[src/rtl/mem_arb_pkg.sv]
// Shared types and constants for the unified instruction/data memory port arbiter.
// Holds the read-owner tag encoding and the byte-to-word address shift.
// Also provides the helper that maps this cycle's grants onto the next read owner.
package mem_arb_pkg;

  typedef enum logic [1:0] {
    OWN_NONE = 2'd0,
    OWN_IF   = 2'd1,
    OWN_D    = 2'd2
  } owner_t;

  // Byte address to word address: the RAM holds 32-bit words.
  localparam int WORD_SHIFT = 2;

  // Owner of the read data returning next cycle; writes and idle cycles leave no owner.
  function automatic owner_t next_owner(input logic if_gnt, input logic d_gnt, input logic d_we);
    owner_t own;
    own = OWN_NONE;
    if (if_gnt) begin
      own = OWN_IF;
    end else if (d_gnt && !d_we) begin
      own = OWN_D;
    end
    return own;
  endfunction

endpackage

[src/rtl/mem_port_arbiter_if.sv]
// Bundles the fetch port, the load/store port and the RAM side of the arbiter.
// The arbiter uses the slave view; the core plus memory model use the master view.
// Request signals are held by the requester until the matching grant.
interface mem_port_arbiter_if #(
  parameter int ADDR_W = 10
) ();

  // Instruction-fetch port
  logic              if_req;
  logic [31:0]       if_addr;
  logic              if_gnt;
  logic              if_rvalid;
  logic [31:0]       if_rdata;

  // Load/store port
  logic              d_req;
  logic              d_we;
  logic [31:0]       d_addr;
  logic [31:0]       d_wdata;
  logic              d_gnt;
  logic              d_rvalid;
  logic [31:0]       d_rdata;

  // Memory array side
  logic              mem_en;
  logic              mem_we;
  logic [ADDR_W-1:0] mem_addr;
  logic [31:0]       mem_wdata;
  logic [31:0]       mem_rdata;

  modport slave (
    input  if_req, if_addr,
    output if_gnt, if_rvalid, if_rdata,
    input  d_req, d_we, d_addr, d_wdata,
    output d_gnt, d_rvalid, d_rdata,
    output mem_en, mem_we, mem_addr, mem_wdata,
    input  mem_rdata
  );

  modport master (
    output if_req, if_addr,
    input  if_gnt, if_rvalid, if_rdata,
    output d_req, d_we, d_addr, d_wdata,
    input  d_gnt, d_rvalid, d_rdata,
    input  mem_en, mem_we, mem_addr, mem_wdata,
    output mem_rdata
  );

endinterface

[src/rtl/mem_arb_starve_ctr.sv]
// Counts consecutive cycles the fetch port asked and lost; flags when the limit is reached.
// Latency: count updates on the clock edge, the limit flag is a registered compare.
// Backpressure: none; it only observes the fetch request and grant.
module mem_arb_starve_ctr #(
  parameter int STARVE_MAX = 4
) (
  input  logic clk,
  input  logic reset,
  input  logic if_req_i,
  input  logic if_gnt_i,
  output logic starve_o
);

  logic [3:0] cnt_q;
  logic [3:0] cnt_d;

  // Next count: clear whenever fetch is served or stops asking, otherwise step up to the limit.
  always_comb begin
    cnt_d = cnt_q;
    if (!if_req_i || if_gnt_i) begin
      cnt_d = 4'd0;
    end else if (cnt_q != 4'(STARVE_MAX)) begin
      cnt_d = cnt_q + 4'd1;
    end
  end

  // Counter register with synchronous reset.
  always_ff @(posedge clk) begin
    if (reset) begin
      cnt_q <= 4'd0;
    end else begin
      cnt_q <= cnt_d;
    end
  end

  assign starve_o = (cnt_q == 4'(STARVE_MAX));

endmodule

[src/rtl/mem_port_arbiter.sv]
// Shares one single-port word RAM between fetch and load/store; data wins unless fetch is starved.
// Latency: grant and RAM strobe in the request cycle; read data returns to its owner one cycle later.
// Backpressure: a losing requester keeps its request held; grants may issue every cycle.
module mem_port_arbiter
  import mem_arb_pkg::*;
#(
  parameter int ADDR_W     = 10,
  parameter int STARVE_MAX = 4,
  parameter int CNT_W      = 16
) (
  input  logic             clk,
  input  logic             reset,
  mem_port_arbiter_if.slave bus,
  output logic [CNT_W-1:0] stall_cnt
);

  logic             if_gnt_c;
  logic             d_gnt_c;
  logic             starve_hit;
  owner_t           tag_q;
  owner_t           tag_d;
  logic [CNT_W-1:0] stall_cnt_q;
  logic [CNT_W-1:0] stall_cnt_d;
  logic             if_rvalid_c;
  logic             d_rvalid_c;
  logic             unused_addr_bits;

  mem_arb_starve_ctr #(
    .STARVE_MAX (STARVE_MAX)
  ) u_starve (
    .clk      (clk),
    .reset    (reset),
    .if_req_i (bus.if_req),
    .if_gnt_i (if_gnt_c),
    .starve_o (starve_hit)
  );

  // Fixed priority with starvation override; nothing is granted while reset is held.
  always_comb begin
    if_gnt_c = 1'b0;
    d_gnt_c  = 1'b0;
    if (!reset) begin
      if (starve_hit && bus.if_req) begin
        if_gnt_c = 1'b1;
      end else if (bus.d_req) begin
        d_gnt_c = 1'b1;
      end else if (bus.if_req) begin
        if_gnt_c = 1'b1;
      end
    end
  end

  // The winner drives the RAM in the same cycle; an idle RAM side is held at zero.
  always_comb begin
    bus.mem_en    = if_gnt_c | d_gnt_c;
    bus.mem_we    = d_gnt_c & bus.d_we;
    bus.mem_addr  = '0;
    bus.mem_wdata = '0;
    if (d_gnt_c) begin
      bus.mem_addr  = bus.d_addr[ADDR_W+WORD_SHIFT-1:WORD_SHIFT];
      bus.mem_wdata = bus.d_wdata;
    end else if (if_gnt_c) begin
      bus.mem_addr  = bus.if_addr[ADDR_W+WORD_SHIFT-1:WORD_SHIFT];
    end
  end

  // Byte-lane and out-of-range address bits play no part in a word RAM of this depth.
  assign unused_addr_bits = ^{bus.if_addr[31:ADDR_W+WORD_SHIFT], bus.if_addr[WORD_SHIFT-1:0],
                              bus.d_addr[31:ADDR_W+WORD_SHIFT],  bus.d_addr[WORD_SHIFT-1:0]};

  // Owner of next cycle's read data follows this cycle's grant.
  always_comb begin
    tag_d = next_owner(if_gnt_c, d_gnt_c, bus.d_we);
  end

  // Stall counter steps on every lost fetch cycle and sticks at all-ones.
  always_comb begin
    stall_cnt_d = stall_cnt_q;
    if (bus.if_req && !if_gnt_c && (stall_cnt_q != {CNT_W{1'b1}})) begin
      stall_cnt_d = stall_cnt_q + CNT_W'(1);
    end
  end

  // Pending-read tag and stall counter; reset drops any outstanding read.
  always_ff @(posedge clk) begin
    if (reset) begin
      tag_q       <= OWN_NONE;
      stall_cnt_q <= '0;
    end else begin
      tag_q       <= tag_d;
      stall_cnt_q <= stall_cnt_d;
    end
  end

  // Returned data goes only to its owner; a read in flight when reset rises is not delivered.
  always_comb begin
    if_rvalid_c  = (tag_q == OWN_IF) && !reset;
    d_rvalid_c   = (tag_q == OWN_D)  && !reset;
    bus.if_rvalid = if_rvalid_c;
    bus.d_rvalid  = d_rvalid_c;
    bus.if_rdata  = if_rvalid_c ? bus.mem_rdata : 32'd0;
    bus.d_rdata   = d_rvalid_c  ? bus.mem_rdata : 32'd0;
  end

  assign bus.if_gnt = if_gnt_c;
  assign bus.d_gnt  = d_gnt_c;
  assign stall_cnt  = stall_cnt_q;

endmodule
[src/flat_wrapper.sv]
// flat-port wrapper written by rule: the top's interface ports become plain ports
module mem_port_arbiter_flat import mem_arb_pkg::*;
#(
  parameter int ADDR_W     = 10,
  parameter int STARVE_MAX = 4,
  parameter int CNT_W      = 16
)
  (clk, reset, stall_cnt, bus_if_req, bus_if_addr, bus_if_gnt, bus_if_rvalid, bus_if_rdata, bus_d_req, bus_d_we, bus_d_addr, bus_d_wdata, bus_d_gnt, bus_d_rvalid, bus_d_rdata, bus_mem_en, bus_mem_we, bus_mem_addr, bus_mem_wdata, bus_mem_rdata);
  mem_port_arbiter_if #(.ADDR_W(ADDR_W)) bus_i ();
  input  logic clk;
  input  logic reset;
  output logic [CNT_W-1:0] stall_cnt;
  input wire logic [$bits(bus_i.if_req)-1:0] bus_if_req;
  input wire logic [$bits(bus_i.if_addr)-1:0] bus_if_addr;
  output wire logic [$bits(bus_i.if_gnt)-1:0] bus_if_gnt;
  output wire logic [$bits(bus_i.if_rvalid)-1:0] bus_if_rvalid;
  output wire logic [$bits(bus_i.if_rdata)-1:0] bus_if_rdata;
  input wire logic [$bits(bus_i.d_req)-1:0] bus_d_req;
  input wire logic [$bits(bus_i.d_we)-1:0] bus_d_we;
  input wire logic [$bits(bus_i.d_addr)-1:0] bus_d_addr;
  input wire logic [$bits(bus_i.d_wdata)-1:0] bus_d_wdata;
  output wire logic [$bits(bus_i.d_gnt)-1:0] bus_d_gnt;
  output wire logic [$bits(bus_i.d_rvalid)-1:0] bus_d_rvalid;
  output wire logic [$bits(bus_i.d_rdata)-1:0] bus_d_rdata;
  output wire logic [$bits(bus_i.mem_en)-1:0] bus_mem_en;
  output wire logic [$bits(bus_i.mem_we)-1:0] bus_mem_we;
  output wire logic [$bits(bus_i.mem_addr)-1:0] bus_mem_addr;
  output wire logic [$bits(bus_i.mem_wdata)-1:0] bus_mem_wdata;
  input wire logic [$bits(bus_i.mem_rdata)-1:0] bus_mem_rdata;
  assign bus_i.if_req = bus_if_req;
  assign bus_i.if_addr = bus_if_addr;
  assign bus_if_gnt = bus_i.if_gnt;
  assign bus_if_rvalid = bus_i.if_rvalid;
  assign bus_if_rdata = bus_i.if_rdata;
  assign bus_i.d_req = bus_d_req;
  assign bus_i.d_we = bus_d_we;
  assign bus_i.d_addr = bus_d_addr;
  assign bus_i.d_wdata = bus_d_wdata;
  assign bus_d_gnt = bus_i.d_gnt;
  assign bus_d_rvalid = bus_i.d_rvalid;
  assign bus_d_rdata = bus_i.d_rdata;
  assign bus_mem_en = bus_i.mem_en;
  assign bus_mem_we = bus_i.mem_we;
  assign bus_mem_addr = bus_i.mem_addr;
  assign bus_mem_wdata = bus_i.mem_wdata;
  assign bus_i.mem_rdata = bus_mem_rdata;
  mem_port_arbiter #(.ADDR_W(ADDR_W), .STARVE_MAX(STARVE_MAX), .CNT_W(CNT_W)) u_core (.clk(clk), .reset(reset), .bus(bus_i), .stall_cnt(stall_cnt));
endmodule
[config.mk]
export PLATFORM = sky130hd
export DESIGN_NAME = mem_port_arbiter_flat
export DESIGN_NICKNAME = d
export VERILOG_FILES = /design/src/rtl/mem_arb_pkg.sv /design/src/rtl/mem_port_arbiter_if.sv /design/src/rtl/mem_arb_starve_ctr.sv /design/src/rtl/mem_port_arbiter.sv /design/src/flat_wrapper.sv
export SDC_FILE = /design/constraint.sdc
export NUM_CORES = 1
export LEC_CHECK = 0
export CAP_MARGIN = 5
export CORE_AREA = 2 2 100 102
export CTS_CLUSTER_SIZE = 40
export DETAILED_ROUTE_END_ITERATION = 7
export DIE_AREA = 0 0 102 104
export GPL_ROUTABILITY_DRIVEN = 1
export PLACE_DENSITY = 0.69
export SYNTH_ARGS = -nofsm -noshare
export SYNTH_HDL_FRONTEND = slang
export SYNTH_HIERARCHICAL = 1
export SYNTH_SLANG_ARGS = --single-unit
[constraint.sdc]
create_clock -name clk -period 2.55 [get_ports clk]
set_input_delay 0.3825 -clock clk [delete_from_list [all_inputs] [get_ports clk]]
set_output_delay 0.3825 -clock clk [all_outputs]
set_load 0.02 [all_outputs]
==> reports/qor.csv, run 1 <==
metric,value,unit
die-area,10600,µm²
core,9550,µm²
cts_tree,built,
yosys.cell_types.count,49,
finalHoldViolCount,0,
layout_common_cells,"106 x clkdlybuf4s50_1, 97 x and2_1, 78 x dlygate4sd2_1, 27 x dlymetal6s2s_1, 22 x dfxtp_1",
worstMarginPinSlew,0.502,ns
synth_top_family_by_area,simple AND/OR/NAND/NOR gates,
max_freq,0.407,GHz
critPathRequiredTime,2.17,ns
clk_path_buf_depth,2,
path_max_fanout,46,
synth.area.top_cells,"and2_1 31%, dfxtp_1 22%, a22o_1 4.5%",
num_vias,2572,
drive_gt1_share,7.73,%
fin_util,45.8,%
viasPerCell,4.29,
end_kind,output port,
synth-seq-cells,22,
stdcell_area,4370,µm²
drt_pass1_iterations,4,
drc_errors,0,
cts_root_buf,clkbuf_8,
whs,0.531,ns
die_y,104,µm
dp_hpwl,7.24,mm
num_rows,36,
synthFlopType,dfxtp_1,
skew,0.00721,ns
grt_pass1_wl,13.0,mm
yosys.area_share.simple,51.1,%
syn-instance-count,251,
initial_core_util,20.6,%
yosysTopAreaCellShare,30.9,%
gr-usage-all-layers,15.2,%
path_cells,"inv_1, ha_2, nand3b_4, inv_2, nand2_1, and3_1, buf_12, a22o_1, dlygate4sd2_1",
numCtsBuffers,3,
maxCapViolations,0,
drt_first_iter_violations,64,
grt-ovfl-total,0,
synth_area,1970,µm²
power_per_cell_area,228,nW/µm²
ant_nets,0,
synthArstFlopShare,0,%
syn_area_per_cell,7.83,µm²
synth.area.mux_share,3.31,%
routabilityCongestion,0.838,
slowest_delay,0.34,ns
final-max-slew-violation-count,0,
setup-violations-final,0,
synth-compound-area-share,15.3,%
worstHoldPathType,reg -> reg,
placed_area,4360,µm²
synth_edf_count,0,
status,finished clean,
startpoint_type,flop,
path_delay_family,buffers and inverters,
cts_sinks,22,
yosysWarnings,6,
cts_htree_levels,1,
p_leak,0.00246,µW
fin_crit_sh,96.3,%
wl_per_cell,14.9,µm
n_antenna_cell,0,
clkTransAtPathRegs,0.08,ns
crit_type,reg -> out,
synth_fa_ha_area_share,1.91,%
wl,8.94,mm
area_delta_synth_final,122,%
syn-num-nets,387,
yosysSeqAreaShare,22.4,%
grt_pass1_vias,2392,
cts_hold_buf,0,
yosysTopAreaCell,and2_1,
die_width,102,µm
peakVddDrop,0.180,mV
nets,603,
layout_commonest_cell,clkdlybuf4s50_1,
clk_latency,0.26,ns
synth-xor-area-share,0.891,%
cp.buffers_inverters,4,
period_needed,2.45,ns
io_buffers,216,
io_pins,261,
n_fill_cell,973,
cpMaxStageDelayCell,dfxtp_1,
post-cts-setup-buffers,0,
antenna_found_initial,0,
grt_start_max_net_pins,47,
arrival,2.07,ns
relSlewSlack,66.3,%
[stage by stage]
stage                     setup TNS (ns)  setup WS [ns]  std cells  total power (µW)
after detailed placement          -0.493        -0.0326        595               784
after CTS                              0       0.000480        599              1010
after global routing             -0.0424        -0.0110        599              1040
after global placement            -0.428        -0.0351        595               781
final                                  0         0.0955        599               995
after floorplan                        0          0.242        251               511
[synthesized netlist by cell type (all sizes together) (4+ instances only)]
master  instances
nand2           5
mux2            4
dfxtp          22
and2           97
nor2            8
o31ai           5
nor2b           6
a22o           10
o21ai           5
a21oi          10
inv             6
or4             5
nor3b           4
nand3           5
clkbuf         15
nand4           4
[routing by layer]
metal | vias up | global-route usage (%) | part of all wire, %
met1 | 1154 | 17.6 | 38
met2 | 112 | 26.5 | 49
met5 | - | 0 | 0
met3 | 8 | 5.11 | 11
li1 | 1298 | - | -
met4 | 0 | 4.10 | 1.4
[report_power, final]
group	internal [µW]	total [µW]	switching (µW)
registers	348	353	4.68
logic	223	390	168
clock network	138	251	114
total	709	995	286
[worst paths after layout]
kind	from	end	slack (ns)	cells after the start
min	u_core/stall_cnt[10]$_SDFFE_PP0P_	u_core/stall_cnt[10]$_SDFFE_PP0P_	0.53	2
max reg2reg	u_core/u_starve/cnt_q[1]$_SDFFE_PP0P_	u_core/stall_cnt[14]$_SDFFE_PP0P_	0.45	9
max	u_core/u_starve/cnt_q[1]$_SDFFE_PP0P_	bus_mem_addr[2]	0.1	9
min reg2reg	u_core/stall_cnt[10]$_SDFFE_PP0P_	u_core/stall_cnt[10]$_SDFFE_PP0P_	0.53	2
[flip-flops by register name, summed over array words and instances, names as in the netlist]
name / cells
u_core/tag_q: 2
u_core/u_starve/cnt_q: 4
u_core/stall_cnt: 16
[worst reg2reg max path, cell delays in order, from the launching register on]
cell and delay [ns]:
dfxtp_1 0.38, inv_1 0.07, ha_2 0.19, nand3b_4 0.11, inv_2 0.06, nor2b_4 0.11, buf_4 0.15, o211ai_1 0.17
nor4b_1 0.40, mux2_1 0.36
[cell type report]
| cell class | count | area, µm² | share of cell area, % |
|---|---|---|---|
| inverters | 7 | 26.3 | 0.601 |
| clock buffers | 4 | 55.1 | 1.26 |
| repair buffers | 228 | 2240 | 51.3 |
| flip-flops and latches | 22 | 440 | 10.1 |
| multi-input cells | 205 | 1440 | 32.9 |
| well taps | 133 | 166 | 3.81 |
[cell families (layout without fill, tap and decap cells)]
| family | count (synthesis) | count (layout) |
|---|---|---|
| muxes | 6 | 6 |
| DFF | 22 | 22 |
| AOI/OAI and AO/OA | 39 | 39 |
| xor gates and xnor gates | 2 | 2 |
| buffers and inverters | 24 | 239 |
| and+or+nand+nor | 155 | 155 |
| adders and majority gates | 3 | 3 |
[what timing repair did]
action                     CTS  global route
resized for setup           83            37
cloned                       0             0
setup endpoints to repair   83            71
No activity file was read; power rests on OpenSTA's default activity.
==> run 2: changes to the inputs <==
--- a/config.mk
+++ b/config.mk
@@ -5,6 +5,7 @@
 export SDC_FILE = /design/constraint.sdc
 export NUM_CORES = 1
 export LEC_CHECK = 0
+export ABC_AREA = 0
 export CAP_MARGIN = 5
 export CORE_AREA = 2 2 100 102
 export CTS_CLUSTER_SIZE = 40
==> results of run 2 <==
No change in the layout: final DEF, timing and power equal those of run 1.
